$ cat config.mk
export PLATFORM = sky130hd
export DESIGN_NAME = fan_speed_ctrl
export DESIGN_NICKNAME = d
export VERILOG_FILES = /design/src/rtl/fan_speed_ctrl.sv
export SDC_FILE = /design/constraint.sdc
export NUM_CORES = 1
export LEC_CHECK = 0
export CORE_UTILIZATION = 35
export CTS_BUF_LIST = sky130_fd_sc_hd__clkbuf_16
export CTS_CLUSTER_DIAMETER = 80
export DETAILED_ROUTE_END_ITERATION = 10
export GPL_TIMING_DRIVEN = 0
export SKIP_LAST_GASP = 1
export SLEW_MARGIN = 20
export SYNTH_ARGS = -nofsm -noshare
export SYNTH_HDL_FRONTEND = slang
export SYNTH_SLANG_ARGS = --single-unit
export TNS_END_PERCENT = 1
$ cat constraint.sdc
create_clock -name clk -period 10.4 [get_ports clk]
set_clock_uncertainty 0.1 [all_clocks]
set_input_delay 2.08 -clock clk [delete_from_list [all_inputs] [get_ports clk]]
set_output_delay 2.08 -clock clk [all_outputs]
set_load 0.02 [all_outputs]
$ cat src/rtl/fan_speed_ctrl.sv
// Fan speed controller: speed level from button pulses, ramped duty, glitch-free PWM.
// Latency: level/off take effect 1 clk after the pulse; duty steps every RAMP_DIV clk.
// Backpressure: none. Every input pulse is acted on in the cycle it is sampled.
//
// Ports:
//   clk, reset_p            clock, asynchronous active-high reset
//   btn_pedge               short press: level 0->1->2->3->0
//   held_pedge              long-press repeat: level 0->1->2->3->1 (never turns off)
//   off_pulse               immediate stop: level 0, duty 0, PWM low
//   speed_level, led        current level and its one-hot form
//   duty_now, ramping       applied (ramped) duty, high while duty_now != target
//   pwm_out                 motor PWM, duty latched only at period start
module fan_speed_ctrl #(
  parameter int PWM_PERIOD = 1000,
  parameter int DUTY_L1    = 333,
  parameter int DUTY_L2    = 666,
  parameter int DUTY_L3    = 1000,
  parameter int RAMP_DIV   = 100_000
) (
  input  logic       clk,
  input  logic       reset_p,
  input  logic       btn_pedge,
  input  logic       held_pedge,
  input  logic       off_pulse,
  output logic [1:0] speed_level,
  output logic [3:0] led,
  output logic [9:0] duty_now,
  output logic       ramping,
  output logic       pwm_out
);

  localparam int              DIV_W    = (RAMP_DIV > 1) ? $clog2(RAMP_DIV) : 1;
  localparam logic [DIV_W-1:0] DIV_LAST = DIV_W'(RAMP_DIV - 1);
  localparam logic [9:0]      CNT_LAST = 10'(PWM_PERIOD - 1);

  typedef enum logic [1:0] {IDLE, RAMP_UP, RAMP_DOWN} state_t;

  state_t           state_q, state_d;
  logic [1:0]       level_q, level_d;
  logic [9:0]       duty_q, duty_d;
  logic             ramping_q, ramping_d;
  logic [DIV_W-1:0] div_q, div_d;
  logic [9:0]       cnt_q, cnt_d;
  logic [9:0]       lat_q, lat_d;
  logic             pwm_q, pwm_d;
  logic [9:0]       target_q, target_d;

  function automatic logic [9:0] target_of(input logic [1:0] lvl);
    case (lvl)
      2'd1:    target_of = 10'(DUTY_L1);
      2'd2:    target_of = 10'(DUTY_L2);
      2'd3:    target_of = 10'(DUTY_L3);
      default: target_of = 10'd0;
    endcase
  endfunction

  // Level stepping; off wins, and btn wins over held when both arrive together.
  always_comb begin
    level_d = level_q;
    if (off_pulse)       level_d = 2'd0;
    else if (btn_pedge)  level_d = level_q + 2'd1;
    else if (held_pedge) level_d = (level_q == 2'd3) ? 2'd1 : level_q + 2'd1;
  end

  assign target_q = target_of(level_q);
  assign target_d = target_of(level_d);

  // State register and all datapath registers.
  always_ff @(posedge clk or posedge reset_p) begin
    if (reset_p) begin
      state_q   <= IDLE;
      level_q   <= 2'd0;
      duty_q    <= 10'd0;
      ramping_q <= 1'b0;
      div_q     <= '0;
      cnt_q     <= 10'd0;
      lat_q     <= 10'd0;
      pwm_q     <= 1'b0;
    end else begin
      state_q   <= state_d;
      level_q   <= level_d;
      duty_q    <= duty_d;
      ramping_q <= ramping_d;
      div_q     <= div_d;
      cnt_q     <= cnt_d;
      lat_q     <= lat_d;
      pwm_q     <= pwm_d;
    end
  end

  // Ramp FSM next state: direction follows the sign of (target - duty).
  always_comb begin
    state_d = state_q;
    if (off_pulse) begin
      state_d = IDLE;
    end else begin
      case (state_q)
        IDLE: begin
          if (duty_q < target_q)      state_d = RAMP_UP;
          else if (duty_q > target_q) state_d = RAMP_DOWN;
        end
        RAMP_UP: begin
          if (duty_q == target_q)     state_d = IDLE;
          else if (duty_q > target_q) state_d = RAMP_DOWN;
        end
        RAMP_DOWN: begin
          if (duty_q == target_q)     state_d = IDLE;
          else if (duty_q < target_q) state_d = RAMP_UP;
        end
        default: state_d = IDLE;
      endcase
    end
  end

  // Ramp FSM outputs: divider and duty step. A step is only taken while the
  // duty is still on the far side of the target, so it cannot overshoot.
  always_comb begin
    div_d  = '0;
    duty_d = duty_q;
    if (off_pulse) begin
      duty_d = 10'd0;
    end else if (state_d == state_q) begin
      if (state_q == RAMP_UP || state_q == RAMP_DOWN) begin
        if (div_q == DIV_LAST) begin
          duty_d = (state_q == RAMP_UP) ? duty_q + 10'd1 : duty_q - 10'd1;
        end else begin
          div_d = div_q + DIV_W'(1);
        end
      end
    end
    ramping_d = (duty_d != target_d);
  end

  // PWM: duty is picked up only at the wrap so a period is never cut short
  // or stretched; off clears the latched duty at once as a safety stop.
  always_comb begin
    cnt_d = (cnt_q == CNT_LAST) ? 10'd0 : cnt_q + 10'd1;
    lat_d = (cnt_q == CNT_LAST) ? duty_q : lat_q;
    if (off_pulse) lat_d = 10'd0;
    pwm_d = (cnt_d < lat_d);
  end

  assign speed_level = level_q;
  assign led         = 4'b0001 << level_q;
  assign duty_now    = duty_q;
  assign ramping     = ramping_q;
  assign pwm_out     = pwm_q;

endmodule

# [Word-level counts from Yosys, hierarchy flattened]
# Cells that the tools add are included.
[op_classes] addsub=5 muxes=25 n_eq_ne=13 n_reduce_logical=2 order_cmp=3 shift=1
[ops] operator="two-way mux 10 bit" count=8
[ops] operator="two-way mux 17 bit" count=4
[ops] operator="case mux 10 bit (3 select lines)" count=2
[ops] operator="adder 10 x 1 -> 10 bit, second input constant" count=2
[ops] operator="less-than comparator 10 bit" count=2
[ops] operator="two-way mux 2 bit" count=10
[ops] operator="adder 17 x 1 -> 17 bit, second input constant" count=1
[ops] operator="equality test 17 bit, second input constant" count=1
[ops] operator="equality test 10 bit" count=1
[ops] operator="equality test 10 bit, second input constant" count=1
[ops] operator="equality test 2 bit, second input constant" count=5
[ops] operator="greater-than comparator 10 bit" count=1
[ops] operator="inequality test 10 bit" count=1
[ops] operator="subtractor 10 x 1 -> 10 bit, second input constant" count=1
[ops] operator="equality test 2 x 1 -> 1 bit, second input constant" count=3
[ops] operator="case mux 2 bit (3 select lines)" count=1
[ops] operator="<< shifter 1 x 2 -> 4 bit, first input constant" count=1
[ops] operator="adder 2 x 1 -> 2 bit, second input constant" count=1
[ops] operator="equality test 2 bit" count=1
[ops] operator="logical NOT 2 bit" count=1
[ops] operator="logical OR 1 bit" count=1
[word_totals] reg_bits=53 input_bits=5 word_cells=57 out_inout_bits=18

# [Depth between registers and ports, before layout]
# Gate-level depths: netlist (run 1).
[depth] depth_word=11 mapped_depth=16 mapped_depth_nobuf=14

# [Least setup slack after synthesis (run 1)]
# No wires, ideal clock.
[synth_timing] path_kind="input-to-reg" from="input off_pulse" to="register ramping_q, in the netlist ramping" path_buffers=1 setup_time_ns=0.145 arrival_ns=3.976 stages=9 setup_slack_ns=6.179 required_time_ns=10.155 path_cell_list="buf_2 o41ai_4 and4_4 o2bb2ai_4 nand3_2 or3_1 a21o_1 a31oi_1 nand4_1"
[synth_via] elab_chain_cells=5 word_cells_on_any_way=10 classes_between="eq/ne (5); mux (5)"
[synth_lines] element="start: declaration" line_no="24" source="input logic off_pulse,"
[synth_lines] element="two-way mux 2 bit" line_no="94" source="if (off_pulse) begin"
[synth_lines] element="equality test 2 bit" line_no="122" source="end else if (state_d == state_q) begin"
[synth_lines] element="two-way mux 10 bit" line_no="122"
[synth_lines] element="two-way mux 10 bit" line_no="120" source="if (off_pulse) begin"
[synth_lines] element="inequality test 10 bit (*)" line_no="131" source="ramping_d = (duty_d != target_d);"
[synth_lines] element="named net ramping_d" line_no="41" source="logic ramping_q, ramping_d;"
[synth_lines] element="end signal: assignment" line_no="83" source="ramping_q <= ramping_d;"
[synth_lines] element="end: declaration" line_no="41"
# Mark *: on every way through the listed nets, which the timed path passes. The rest lies on a longest branch.

# [Worst setup path in the final report (run 1)]
[layout_timing] from="input btn_pedge" to="register ramping_q, in the netlist ramping"
[layout_via] elab_chain_cells=5 word_cells_on_any_way=7 classes_between="eq/ne (4); mux (3)"
[layout_lines] element="start: declaration" line_no="22" source="input logic btn_pedge,"
[layout_lines] element="two-way mux 2 bit (*)" line_no="61" source="else if (btn_pedge) level_d = level_q + 2'd1;"
[layout_lines] element="two-way mux 2 bit (*)" line_no="60" source="if (off_pulse) level_d = 2'd0;"
[layout_lines] element="named net level_d[1]" line_no="39" source="logic [1:0] level_q, level_d;"
[layout_lines] element="equality test 2 bit / equality test 2 x 1 -> 1 bit (equally long branches)" line_no="49" source="case (lvl)"
[layout_lines] element="case mux 10 bit (3 select lines) (*)" line_no="49"
[layout_lines] element="inequality test 10 bit (*)" line_no="131"
[layout_lines] element="named net ramping_d" line_no="41"
# Marked as above.

==> out/qor.csv, run 1 <==
stage;metric;value;unit
status;outcome;finished, final reports clean;
synthesis;netlist.area_leader.share;0.3451;
worst_setup_path;reg2reg_depth;14;
timing;period_minus_slack;4739;ps
global_route;antenna_found_initial;0;
synthesis;avgSynthCellArea;9.284;um2
timing;fmax;0.2110;GHz
clock_tree;cts_buffer_depth;2;
clock_tree;cts.clk_slew.worst_paths;70;ps
die;fp.dieW;106.8;um
timing;rsz0062_at_grt;no;
final_layout;ff_latch_area;0.001326;mm2
final_layout;multi_input_area;0.002384;mm2
clock_tree;numCtsBuffers;5;
synthesis;synthArstFlopShare;1.000;
final_layout;fillerInstances;1060;
die;start_util;0.3674;
hold_path;hold_class;reg -> reg;
job;cap_violations;0;
final_layout;drive_gt1_frac;0.07901;
synthesis;netlist-cell-type-count;56;
routing;num_vias;3073;
die;die-area;0.01141;mm2
synthesis;ys_warn_count;0;
place;dpl_cell_area;0.004227;mm2
worst_setup_path;critPathArrivalTime;4790;ps
timing;final-setup-viol-count;0;
synthesis;yosysSeqAreaShare;0.3451;
place;hpwl;6464;um
global_route;grtUsageTotal;0.1556;
worst_setup_path;crit_end;ramping$_DFF_PP0_;
clock_tree;cts_setup_buffers;0;
routing;via_per_inst;5.307;
worst_setup_path;reg2reg_to;ramping$_DFF_PP0_;
timing;fin_crit_sh;0.4557;
synthesis;post-synth-top-area-cell;dfrtp_1;
global_route;grt_pass1_wl;14310;um
clock_tree;clk_latency;290;ps
die;die_h;106.8;um
clock_tree;cts_hold_buf;0;
worst_setup_path;critPathMaxFanout;9;
worst_setup_path;path_class;in -> reg;
final_layout;fin_nets;487;
place;place_congestion;0.8424;
die;row_count;37;
synthesis;syn_nets;459;
die;io_pins;23;
place;place_ws;5386;ps
clock_tree;cts_tree;yes;
power_and_ir_drop;p_leak;1.860;nW
routing;drt-initial-drc-count;89;
worst_setup_path;crit_start;btn_pedge;
clock_tree;h-tree-depth;2;
worst_setup_path;reg2reg_slack;6400;ps
synthesis;synth_area_leaders;dfrtp_1 (35%), ha_1 (13%), nor2_1 (4.6%), xnor2_1 (3.9%), mux2i_1 (3.6%);
global_route;grt-ovfl-total;0;
timing;maxSlewHeadroom;0.4844;
synthesis;synth_edf_count;0;
clock_tree;root_buffer;clkbuf_16;
worst_setup_path;critPathLaunchType;input port;
timing;tns;0;ps
worst_setup_path;reg2reg_from;speed_level[1]$_DFF_PP0_;
synthesis;netlist_instances;414;
final_layout;antennaDiodeCount;0;
synthesis;netlist_area;0.003844;mm2
global_route;grt_pass1_vias;2922;
timing;worst_slew_pin_slew;751.9;ps
die;fp.coreArea;0.01046;mm2
worst_setup_path;endpoint_kind;flop;
worst_setup_path;worstPathRequired;10450;ps
timing;hold_viol;0;
global_route;grt_max_degree;54;
synthesis;ys_ff_latch;53;
routing;firstDrtPassIters;4;
timing;timing.hold.ws;392.1;ps
routing;drc_errors;0;
clock_tree;post_cts_resized;0;
place;port_buffers;21;
routing;wl_per_cell;14.74;um
power_and_ir_drop;peakVddDrop;97.46;uV
final_layout;design_area;0.004367;mm2
clock_tree;numClockSinks;53;
final_layout;areaGrowthSynthToFinish;13.61;%
power_and_ir_drop;powerDensity;135.1;mW/mm2
routing;routed_wl;8536;um
timing;fin_ws;5661;ps
timing;final-max-slew-violation-count;0;
routing;ant_nets;0;
synthesis;synth_flop_cell;dfrtp_1;
cell families after synthesis:
group,after synthesis,synth area share
and+or+nand+nor,154,0.2145
AOI/OAI and AO/OA,85,0.1618
DFF,53,0.3451
adders and majority gates,40,0.1322
buffers and inverters,35,0.03483
xor gates and xnor gates,33,0.07519
muxes,14,0.03646
state kept, by name, indices dropped and copies added, names as in the netlist:
signal and count:
div_q 17, ramping 1, pwm_out 1, duty_now 10
state_q 2, speed_level 2, lat_q 10, cnt_q 10
metrics by stage:
step	instances	util	power [mW]
2_1_floorplan	414	-	0.3833
3_3_place_gp	571	0.4037	0.4254
3_5_place_dp	571	0.4040	0.4304
4_1_cts	579	0.4174	0.5925
5_1_grt	579	0.4174	0.6258
6_report	579	0.4174	0.5901
worst max-delay path: stages:
cell,delay [ps]
clkdlybuf4s50_1,450
nor2_1,170
mux2i_1,670
nor2_1,300
xor2_1,210
or4_1,420
mux2i_1,170
a21oi_1,90
o31ai_1,110
nand4_1,130
layout by cell type, fill, tap and decap left out, drive strengths merged, types with 10 or more instances in the layout:
master	synthesis	final
dfrtp	53	53
nor2	47	47
ha	39	39
inv	29	31
a21oi	25	25
nand2	24	24
nand3	23	23
clkdlybuf4s50	0	21
xnor2	17	17
xor2	16	16
o21ai	15	15
mux2i	14	14
or2	10	10
cells in the mapped netlist (5+ instances only):
cell and n:
a21oi_1 25, a31oi_1 7, dfrtp_1 53, ha_1 39, inv_1 29, mux2i_1 14, nand2_1 24, nand3_1 22
nand4_1 6, nor2_1 47, nor2b_1 5, nor3_1 6, o21a_1 6, o21ai_0 11, or2_2 9, xnor2_1 17
xor2_1 16
worst min path at each step:
stage                     cells past startpoint                  to          startpoint
after floorplan                               1  div_q[0]$_DFF_PP0_  div_q[0]$_DFF_PP0_
after detailed placement                      1  div_q[0]$_DFF_PP0_  div_q[0]$_DFF_PP0_
after CTS                                     1  div_q[0]$_DFF_PP0_  div_q[0]$_DFF_PP0_
final                                         1  div_q[0]$_DFF_PP0_  div_q[0]$_DFF_PP0_
after global placement                        1  div_q[0]$_DFF_PP0_  div_q[0]$_DFF_PP0_
after global routing                          1  div_q[0]$_DFF_PP0_  div_q[0]$_DFF_PP0_
power by group:
part | switching [mW] | total (mW) | leakage (nW) | internal, mW
clock | 0.0737 | 0.161 | 0.0724 | 0.0877
combinational | 0.129 | 0.209 | 1.07 | 0.0796
sequential | 0.00804 | 0.220 | 0.720 | 0.212
total | 0.211 | 0.590 | 1.86 | 0.379
layer usage:
metal | routed length (um) | GRT usage
met5 | 0 | 0
met4 | 89 | 0.02153
met3 | 286 | 0.02553
met2 | 3982 | 0.2521
met1 | 4178 | 0.2221
area by class of cell:
cell class,count,share of cell area
repair buffers,21,0.04814
multi-input cells,326,0.5458
plain buffers,6,0.005731
flip-flops and latches,53,0.3037
clock buffers,5,0.02865
well taps,136,0.03897
clock inverters,3,0.003438
inverters,29,0.02550
No activity file was read; power rests on OpenSTA's default activity.
==> run 2: changes to the inputs <==
==> constraint.sdc (replaced) <==
create_clock -name clk -period 5 [get_ports clk]
set_clock_uncertainty 0.1 [all_clocks]
set_input_delay 1 -clock clk [delete_from_list [all_inputs] [get_ports clk]]
set_output_delay 1 -clock clk [all_outputs]
set_load 0.02 [all_outputs]
==> results of run 2 <==
Same layout as run 1 (identical final DEF). Status: finished, final reports clean.
Among the figures that moved: setup slack after placement 5386 ps -> 1057 ps; setup slack after layout 5661 ps -> 999.0 ps; start point of the critical path btn_pedge -> speed_level[1]$_DFF_PP0_; register-to-register setup slack 6400 ps -> 1000 ps; total power 0.5901 mW -> 1.227 mW; worst IR drop on VDD 97.46 uV -> 202.7 uV
